File: src/rtl/dsram_fill_buf.sv
// Line fill buffer in front of the L1 data SRAM.
// Collects four 64-bit beats (critical beat first, 2-bit wrap), forwards the
// critical beat early, then writes the assembled 256-bit line in one cycle.
// Optional store-during-fill merging is built when DSRAM_FILL_STORE_MERGE_EN
// is defined; otherwise st_ready is tied low and the line is pure memory data.
module dsram_fill_buf #(
  parameter int ADDR_WIDTH = 13,
  parameter int BEAT_W     = 64
) (
  input  logic                  clk,
  input  logic                  rst_n,
  input  logic                  req_valid,
  output logic                  req_ready,
  input  logic [ADDR_WIDTH-1:0] req_index,
  input  logic [1:0]            req_cw,
  input  logic                  mem_valid,
  output logic                  mem_ready,
  input  logic [BEAT_W-1:0]     mem_data,
  output logic                  cw_valid,
  output logic [BEAT_W-1:0]     cw_data,
  input  logic                  st_valid,
  output logic                  st_ready,
  input  logic [2:0]            st_offset,
  input  logic [3:0]            st_be,
  input  logic [31:0]           st_wd,
  output logic [ADDR_WIDTH-1:0] ds_a,
  output logic [255:0]          ds_wd,
  output logic                  ds_write,
  output logic                  ds_fill,
  output logic [2:0]            ds_offset,
  output logic [3:0]            ds_be,
  output logic                  fill_done
);

  typedef enum logic [1:0] {IDLE, FILL, WRITE} state_t;

  state_t                  state;
  logic [ADDR_WIDTH-1:0]   idx_q;
  logic [1:0]              cw_q;
  logic [1:0]              cnt;
  logic [255:0]            line;
  logic [255:0]            line_nxt;
  logic [31:0]             held;     // bytes protected from beat data
  logic                    beat_acc;
  logic [1:0]              pos;

  assign req_ready = (state == IDLE);
  assign mem_ready = (state == FILL);
  assign beat_acc  = mem_valid && (state == FILL);
  assign pos       = cw_q + cnt;
  assign ds_offset = 3'd0;
  assign ds_be     = 4'hF;

`ifdef DSRAM_FILL_STORE_MERGE_EN
  logic [31:0] mask;
  logic [31:0] mask_nxt;
  logic [31:0] st_bmask;
  logic        st_acc;

  assign st_ready = (state == FILL);
  assign st_acc   = st_valid && (state == FILL);
  assign held     = mask;

  // Expand word offset + byte enables into a line-wide byte mask
  always_comb begin
    st_bmask = '0;
    for (int w = 0; w < 8; w++)
      if (st_offset == 3'(w)) st_bmask[w*4 +: 4] = st_be;
  end

  // Merge mask: cleared per request, accumulates accepted store bytes
  always_ff @(posedge clk or negedge rst_n) begin
    if (!rst_n)                          mask <= '0;
    else if (req_valid && state == IDLE) mask <= '0;
    else if (state == FILL)              mask <= mask_nxt;
  end
`else
  logic unused_st;

  assign st_ready  = 1'b0;
  assign held      = '0;
  assign unused_st = ^{st_valid, st_offset, st_be, st_wd};
`endif

  // Next line image: beat bytes land unless held; a same-cycle store wins
  always_comb begin
    line_nxt = line;
    for (int p = 0; p < 4; p++)
      for (int b = 0; b < 8; b++)
        if (beat_acc && pos == 2'(p) && !held[p*8+b])
          line_nxt[(p*8+b)*8 +: 8] = mem_data[b*8 +: 8];
`ifdef DSRAM_FILL_STORE_MERGE_EN
    mask_nxt = mask;
    if (st_acc) begin
      for (int i = 0; i < 32; i++)
        if (st_bmask[i]) line_nxt[i*8 +: 8] = st_wd[(i%4)*8 +: 8];
      mask_nxt = mask | st_bmask;
    end
`endif
  end

  // Fill FSM with registered SRAM strobes and critical-beat pulse
  always_ff @(posedge clk or negedge rst_n) begin
    if (!rst_n) begin
      state     <= IDLE;
      idx_q     <= '0;
      cw_q      <= '0;
      cnt       <= '0;
      line      <= '0;
      cw_valid  <= 1'b0;
      cw_data   <= '0;
      ds_a      <= '0;
      ds_wd     <= '0;
      ds_write  <= 1'b0;
      ds_fill   <= 1'b0;
      fill_done <= 1'b0;
    end else begin
      cw_valid  <= 1'b0;
      ds_write  <= 1'b0;
      ds_fill   <= 1'b0;
      fill_done <= 1'b0;
      case (state)
        IDLE: if (req_valid) begin
          idx_q <= req_index;
          cw_q  <= req_cw;
          cnt   <= '0;
          state <= FILL;
        end
        FILL: begin
          line <= line_nxt;
          if (beat_acc) begin
            cnt <= cnt + 2'd1;
            if (cnt == 2'd0) begin
              cw_valid <= 1'b1;
              cw_data  <= mem_data;
            end
            if (cnt == 2'd3) begin
              state     <= WRITE;
              ds_write  <= 1'b1;
              ds_fill   <= 1'b1;
              fill_done <= 1'b1;
              ds_a      <= idx_q;
              ds_wd     <= line_nxt;
            end
          end
        end
        WRITE:   state <= IDLE;
        default: state <= IDLE;
      endcase
    end
  end

endmodule

File: config.mk
export PLATFORM = sky130hd
export DESIGN_NAME = dsram_fill_buf
export DESIGN_NICKNAME = d
export VERILOG_FILES = /design/src/rtl/dsram_fill_buf.sv
export SDC_FILE = /design/constraint.sdc
export NUM_CORES = 1
export LEC_CHECK = 0
export ABC_CLOCK_PERIOD_IN_PS = 2000
export CORE_UTILIZATION = 50
export DETAILED_ROUTE_END_ITERATION = 16
export PLACE_DENSITY_LB_ADDON = 0.05
export RECOVER_POWER = 100
export SETUP_SLACK_MARGIN = 0.02
export SYNTH_ARGS = -nofsm -noshare
export SYNTH_HDL_FRONTEND = slang
export SYNTH_SLANG_ARGS = --single-unit
File: constraint.sdc
create_clock -name clk -period 2 [get_ports clk]
set_input_delay 0.3 -clock clk [delete_from_list [all_inputs] [get_ports clk]]
set_output_delay 0.3 -clock clk [all_outputs]
set_load 0.01 [all_outputs]
## Word level (Yosys, flattened, before mapping)

Index checks and enable logic that the tools add are counted.

| cells by class | value |
|---|---|
| reduce and logical (&&, ||, !) cells | 14 |
| add/sub/neg operators | 2 |
| multiplexer cells | 45 |
| eq/ne operators | 8 |

Operator list:

| operator | count |
|---|---|
| $mux 8 | 32 |
| $reduce_and 3->1 | 4 |
| $mux 2 | 5 |
| $pmux 2 s2 | 2 |
| $eq 2x2->1 const B | 3 |
| $logic_not 2->1 | 3 |
| $mux 1 | 6 |
| $logic_and 1x1->1 | 5 |
| $eq 2x1->1 const B | 2 |
| $ne 2x1->1 const B | 2 |
| $add 2x1->2 const B | 1 |
| $add 2x2->2 | 1 |
| $ne 2x2->1 const B | 1 |
| $reduce_and 2->1 | 1 |
| $reduce_bool 2->1 | 1 |

| storage, ports and cells | value |
|---|---|
| register bits after elaboration | 610 |
| logic and storage cells | 79 |
| output and inout port bits | 347 |

## Depth between registers and ports, before layout

| logic depth | value |
|---|---|
| word-level depth | 4 |
| depth in mapped cells | 8 |

## Worst setup path before layout

OpenSTA, ideal clock, no wires.

| path | value |
|---|---|
| path kind | register to register |
| start point | register cnt[0] |
| end point | register line[128] |
| setup time | 128 ps |
| slack | 216 ps |
| stages on the path, launching flop included | 7 |
| buffers on the path | 2 |
| data arrival time | 1657 ps |
| cell sequence | dfrtp_1 -> ha_1 -> and4bb_2 -> nand2_1 -> buf_6 -> buf_6 -> mux2_1 |

| between the ends | value |
|---|---|
| word-level cells in the longest chain between the ends | 4 |

RTL lines:

| what | RTL line | RTL |
|---|---|---|
| from (decl) | 40 | `logic [1:0] cnt;` |
| from (signal assigned) | 132 | `cnt <= cnt + 2'd1;` |
| $add 2x2->2 | 50 | `assign pos = cw_q + cnt;` |
| $eq 2x2->1 | 90 | `if (beat_acc && pos == 2'(p) && !held[p*8+b])` |
| $logic_and 1x1->1 | 90 |  |
| $mux 8 | 90 |  |
| to (signal assigned) | 130 | `line <= line_nxt;` |
| to (decl) | 41 | `logic [255:0] line;` |

No other way between the ends.
A chain may end at the register's enable or synchronous reset.

## Worst setup path in the final report

| path | value |
|---|---|
| start point | register cw_q[0] |
| end point | register line[108] |

| between the ends | value |
|---|---|
| word-level cells in the longest chain between the ends | 4 |

RTL lines:

| what | RTL line | RTL |
|---|---|---|
| from (decl) | 39 | `logic [1:0] cw_q;` |
| from (signal assigned) | 125 | `cw_q <= req_cw;` |
| $add 2x2->2 | 50 |  |
| $eq 2x1->1 | 90 |  |
| $logic_and 1x1->1 | 90 |  |
| $mux 8 | 90 |  |

No other way between the ends.

==> flow_results.xml <==
<?xml version="1.0" encoding="UTF-8"?>
<metrics>
  <group name="status">
    <metric name="run_status" unit="">finished, final reports clean</metric>
  </group>
  <group name="clocking">
    <metric name="path_clk_slew" unit="ps">60</metric>
    <metric name="cts_root_buffer" unit="">sky130_fd_sc_hd__clkbuf_16</metric>
    <metric name="tritoncts" unit="">built</metric>
    <metric name="cts.sink_count" unit="">610</metric>
    <metric name="cts_buffers" unit="">66</metric>
    <metric name="htree_levels" unit="">3</metric>
    <metric name="clkLatencyLatePin" unit="ps">590</metric>
    <metric name="max-clock-path-buffers" unit="">3</metric>
  </group>
  <group name="power">
    <metric name="power_density" unit="nW/µm²">1890</metric>
    <metric name="netSwitchingFraction" unit="">0.365</metric>
    <metric name="peakVddDrop" unit="µV">1240</metric>
    <metric name="portion_of_total_power_attributed_to_sequential_cells" unit="">0.336</metric>
    <metric name="intPower" unit="W">0.0424</metric>
    <metric name="clock_power_share" unit="">0.180</metric>
    <metric name="p_leak" unit="nW">15.1</metric>
    <metric name="switching_power" unit="W">0.0244</metric>
    <metric name="p_comb_frac" unit="">0.484</metric>
  </group>
  <group name="logic_synthesis">
    <metric name="mappedNetlistArea" unit="µm²">26000</metric>
    <metric name="syn-mean-instance-area" unit="µm²">12.7</metric>
    <metric name="synthMostInstantiatedCell" unit="">sky130_fd_sc_hd__dfrtp_1</metric>
    <metric name="area_fraction_in_compound_gates_after_synthesis" unit="">0.148</metric>
    <metric name="synthDominantCellAreaShare" unit="">0.587</metric>
    <metric name="synth_seq_area_share" unit="">0.587</metric>
    <metric name="post_synth_xor_area_fraction" unit="">0.00183</metric>
    <metric name="synth_top_family_by_area" unit="">multiplexers</metric>
    <metric name="ys_top_cells_by_area" unit="">sky130_fd_sc_hd__dfrtp_1 59%, sky130_fd_sc_hd__o211ai_1 15%, sky130_fd_sc_hd__mux2_2 8.7%</metric>
    <metric name="synth.top_cells.by_count" unit="">610 x sky130_fd_sc_hd__dfrtp_1, 512 x sky130_fd_sc_hd__o211ai_1, 363 x sky130_fd_sc_hd__nand2_1</metric>
    <metric name="yosysUniqueCellTypes" unit="">29</metric>
    <metric name="number_of_synthesized_flops_with_an_enable_pin" unit="">0</metric>
    <metric name="cell_type_contributing_the_most_total_cell_area_after_synthesis" unit="">sky130_fd_sc_hd__dfrtp_1</metric>
    <metric name="share_of_async_settable_or_async_resettable_flops_after_synthesis" unit="">1.00</metric>
    <metric name="synth_seq_cells" unit="">610</metric>
    <metric name="synth_ff_type" unit="">sky130_fd_sc_hd__dfrtp_1</metric>
    <metric name="post_synth_fa_ha_maj_area_fraction" unit="">0.00144</metric>
    <metric name="synth-warning-count" unit="">0</metric>
    <metric name="synth_simple_gate_area_share" unit="">0.0562</metric>
    <metric name="postSynthCellCount" unit="">2044</metric>
    <metric name="multiplexer_share_of_the_synthesized_area" unit="">0.158</metric>
  </group>
  <group name="timing">
    <metric name="fin_ws" unit="ps">10.9</metric>
    <metric name="maxSlewViolCount" unit="">0</metric>
    <metric name="fin_crit" unit="ps">1990</metric>
    <metric name="finClkSkew" unit="ps">15.8</metric>
    <metric name="final.period_utilization" unit="">0.995</metric>
    <metric name="report.final.setup_viol" unit="">0</metric>
    <metric name="setup-tns-final" unit="ps">0</metric>
    <metric name="worst-slew-pin-transition" unit="ps">1220</metric>
    <metric name="rsz_0062_raised_after_global_routing" unit="">true</metric>
    <metric name="final-hold-violation-count" unit="">0</metric>
    <metric name="maxSlewHeadroom" unit="">0.185</metric>
    <metric name="max_freq" unit="MHz">503</metric>
  </group>
  <group name="floorplan">
    <metric name="die_w" unit="µm">230</metric>
    <metric name="die_height" unit="µm">230</metric>
    <metric name="floorplan.initialDensity" unit="">0.506</metric>
    <metric name="design.core.area" unit="µm²">51400</metric>
    <metric name="pin_count" unit="">470</metric>
    <metric name="row_count" unit="">83</metric>
    <metric name="dieArea" unit="µm²">53000</metric>
  </group>
  <group name="final_layout">
    <metric name="diodes" unit="">0</metric>
    <metric name="synthToLayoutAreaGrowth" unit="%">35.5</metric>
    <metric name="nNetsFinal" unit="">2671</metric>
    <metric name="drive_gt1_frac" unit="">0.246</metric>
    <metric name="num-fill-cells" unit="">3765</metric>
    <metric name="final_instance_area" unit="µm²">35300</metric>
  </group>
  <group name="worst_setup_path">
    <metric name="critical_path.max_stage_delay" unit="ps">400</metric>
    <metric name="critical-path-slowest-cell" unit="">sky130_fd_sc_hd__dfrtp_1</metric>
    <metric name="worstSetupPathType" unit="">reg -&gt; reg</metric>
    <metric name="path_max_fanout" unit="">7</metric>
    <metric name="critPathMostFrequentCell" unit="">sky130_fd_sc_hd__buf_12</metric>
    <metric name="worst_ep_arrival_time" unit="ps">2460</metric>
    <metric name="kind_of_start_point_of_the_critical_path" unit="">flop</metric>
    <metric name="worst_setup_path_end_kind" unit="">flop</metric>
    <metric name="crit_path_cell_trace" unit="">ha_4 -&gt; and4b_2 -&gt; buf_6 -&gt; nand2_8 -&gt; buf_12 -&gt; buf_12 -&gt; mux2_4</metric>
    <metric name="worst_ep_required_time" unit="ps">2470</metric>
  </group>
  <group name="hold_path">
    <metric name="hold_path_class" unit="">in -&gt; reg</metric>
  </group>
  <group name="run">
    <metric name="maxCapViolCount" unit="">0</metric>
  </group>
  <group name="detailed_routing">
    <metric name="length_of_the_first_detailed_routing_pass_in_iterations" unit="">5</metric>
    <metric name="via_count" unit="">19400</metric>
    <metric name="routed_length_per_placed_instance" unit="µm">24.4</metric>
    <metric name="drtIter0Drc" unit="">1559</metric>
    <metric name="route.final.wire_length" unit="mm">79.8</metric>
    <metric name="post-route-drc-count" unit="">0</metric>
    <metric name="via_per_inst" unit="">5.94</metric>
    <metric name="ant_nets" unit="">0</metric>
  </group>
  <group name="placement">
    <metric name="port-buffer-count" unit="">421</metric>
    <metric name="post_dp_cell_area" unit="µm²">31800</metric>
    <metric name="dpl_worst_slack" unit="ps">-157</metric>
    <metric name="dp_hpwl" unit="mm">48.2</metric>
    <metric name="gp_congestion" unit="">0.827</metric>
  </group>
  <group name="global_routing">
    <metric name="antenna_violations_before_repair" unit="">3</metric>
    <metric name="via_count_of_the_first_global_routing_pass" unit="">20000</metric>
    <metric name="grt-ovfl-total" unit="">0</metric>
    <metric name="grt_util_all_layers" unit="">0.282</metric>
    <metric name="pin_count_of_the_biggest_net_entering_global_routing" unit="">81</metric>
    <metric name="grt_pass1_wl" unit="mm">117</metric>
  </group>
</metrics>
==> power by group through the flow <==
| stage | Clock [W] | Combinational, W | Sequential [W] |
|---|---|---|---|
| floorplan | 0 | 0.0144 | 0.0230 |
| global placement | 0 | 0.0286 | 0.0223 |
| detailed placement | 0 | 0.0291 | 0.0225 |
| CTS | 0.0122 | 0.0298 | 0.0224 |
| global route | 0.0127 | 0.0341 | 0.0231 |
| finish | 0.0120 | 0.0323 | 0.0224 |
==> cells in the final DEF (no fill, tap or decap), types with 3 or more instances in the layout <==
cell / count
sky130_fd_sc_hd__nand2_8: 4
sky130_fd_sc_hd__dlygate4sd3_1: 25
sky130_fd_sc_hd__buf_16: 15
sky130_fd_sc_hd__clkbuf_4: 7
sky130_fd_sc_hd__clkinv_2: 5
sky130_fd_sc_hd__clkdlybuf4s50_1: 394
sky130_fd_sc_hd__clkbuf_8: 17
sky130_fd_sc_hd__clkbuf_16: 94
sky130_fd_sc_hd__buf_4: 64
sky130_fd_sc_hd__mux2_1: 30
sky130_fd_sc_hd__nand2_1: 335
sky130_fd_sc_hd__o211ai_1: 512
sky130_fd_sc_hd__mux2_2: 193
sky130_fd_sc_hd__clkinv_16: 3
sky130_fd_sc_hd__clkbuf_2: 6
sky130_fd_sc_hd__conb_1: 8
sky130_fd_sc_hd__dfrtp_1: 609
sky130_fd_sc_hd__nand2_2: 25
sky130_fd_sc_hd__mux2_4: 113
sky130_fd_sc_hd__buf_8: 7
sky130_fd_sc_hd__inv_1: 4
sky130_fd_sc_hd__buf_12: 42
sky130_fd_sc_hd__buf_6: 27
sky130_fd_sc_hd__clkbuf_1: 26
==> routing by layer <==
layer,GRT usage,part of all wire,vias up,routed length (µm)
met5,0,0.00055,-,44
met4,0.111,0.031,6,2490
met3,0.0527,0.063,138,5030
met2,0.452,0.48,693,38500
met1,0.379,0.42,10100,33700
li1,-,-,8535,-
==> flip-flops by register name, summed over array words and instances, names as in the netlist <==
| register | count |
|---|---|
| cnt | 2 |
| cw_data | 64 |
| cw_q | 2 |
| cw_valid | 1 |
| ds_a | 13 |
| ds_wd | 256 |
| ds_write | 1 |
| idx_q | 13 |
| line | 256 |
| state | 2 |
==> cells by family (layout without fill, tap and decap cells) <==
kind of cell    Yosys count  after routing
flops                   610            610
compound gates          514            514
simple gates            375            376
mux                     336            336
buf+inv                 202            742
fa+ha+maj                 3              3
other cells               2              8
xor+xnor                  2              2
==> what timing repair did <==
item / in CTS / in global routing
buffers inserted: 9 / 13
gates cloned: 3 / 29
pin swaps: 2 / 45
hold endpoints to repair: 86 / 0
hold buffers: 1 / 0
setup endpoints to repair: 273 / 251
gates resized for setup: 26 / 115
==> path summary, 6_finish.rpt <==
path	start	to	slack [ps]	cells after the start
min in group asynchronous	rst_n	ds_wd[244]	500	2
max reg2reg	cw_q[0]	line[108]	10	7
min	req_index[0]	idx_q[0]	320	2
min reg2reg	idx_q[3]	ds_a[3]	460	2
max in group asynchronous	rst_n	ds_wd[81]	250	4
max	cw_q[0]	line[108]	10	7
==> per-stage QoR <==
step | hold WS, ps | total power, W | utilization | cells
finish | 320 | 0.0668 | 0.686 | 3271
global placement | 223 | 0.0508 | 0.620 | 3104
global route | 317 | 0.0699 | 0.686 | 3271
detailed placement | 228 | 0.0516 | 0.620 | 3104
CTS | 199 | 0.0644 | 0.666 | 3231
floorplan | 4.41 | 0.0374 | - | 2050
==> worst max-delay path: cells and delay by family (launching register included) <==
kind | cells | cell delay [ps]
muxes | 1 | 300
and+or+nand+nor | 2 | 400
DFF | 1 | 400
adders and majority gates | 1 | 290
buffers and inverters | 3 | 470
==> layout make-up <==
type                       instances  area [µm²]  area share
sequential                       610       15300       0.433
multi-input combinational       1239        9840       0.279
timing repair buffer             619        7060       0.200
clock buffer                     107        2080      0.0590
tap                              680         851      0.0241
timing repair inverter             4        82.6     0.00234
inverter                           5        45.0     0.00128
clock inverter                     7        41.3     0.00117
Power figures use the tool's default switching activity.
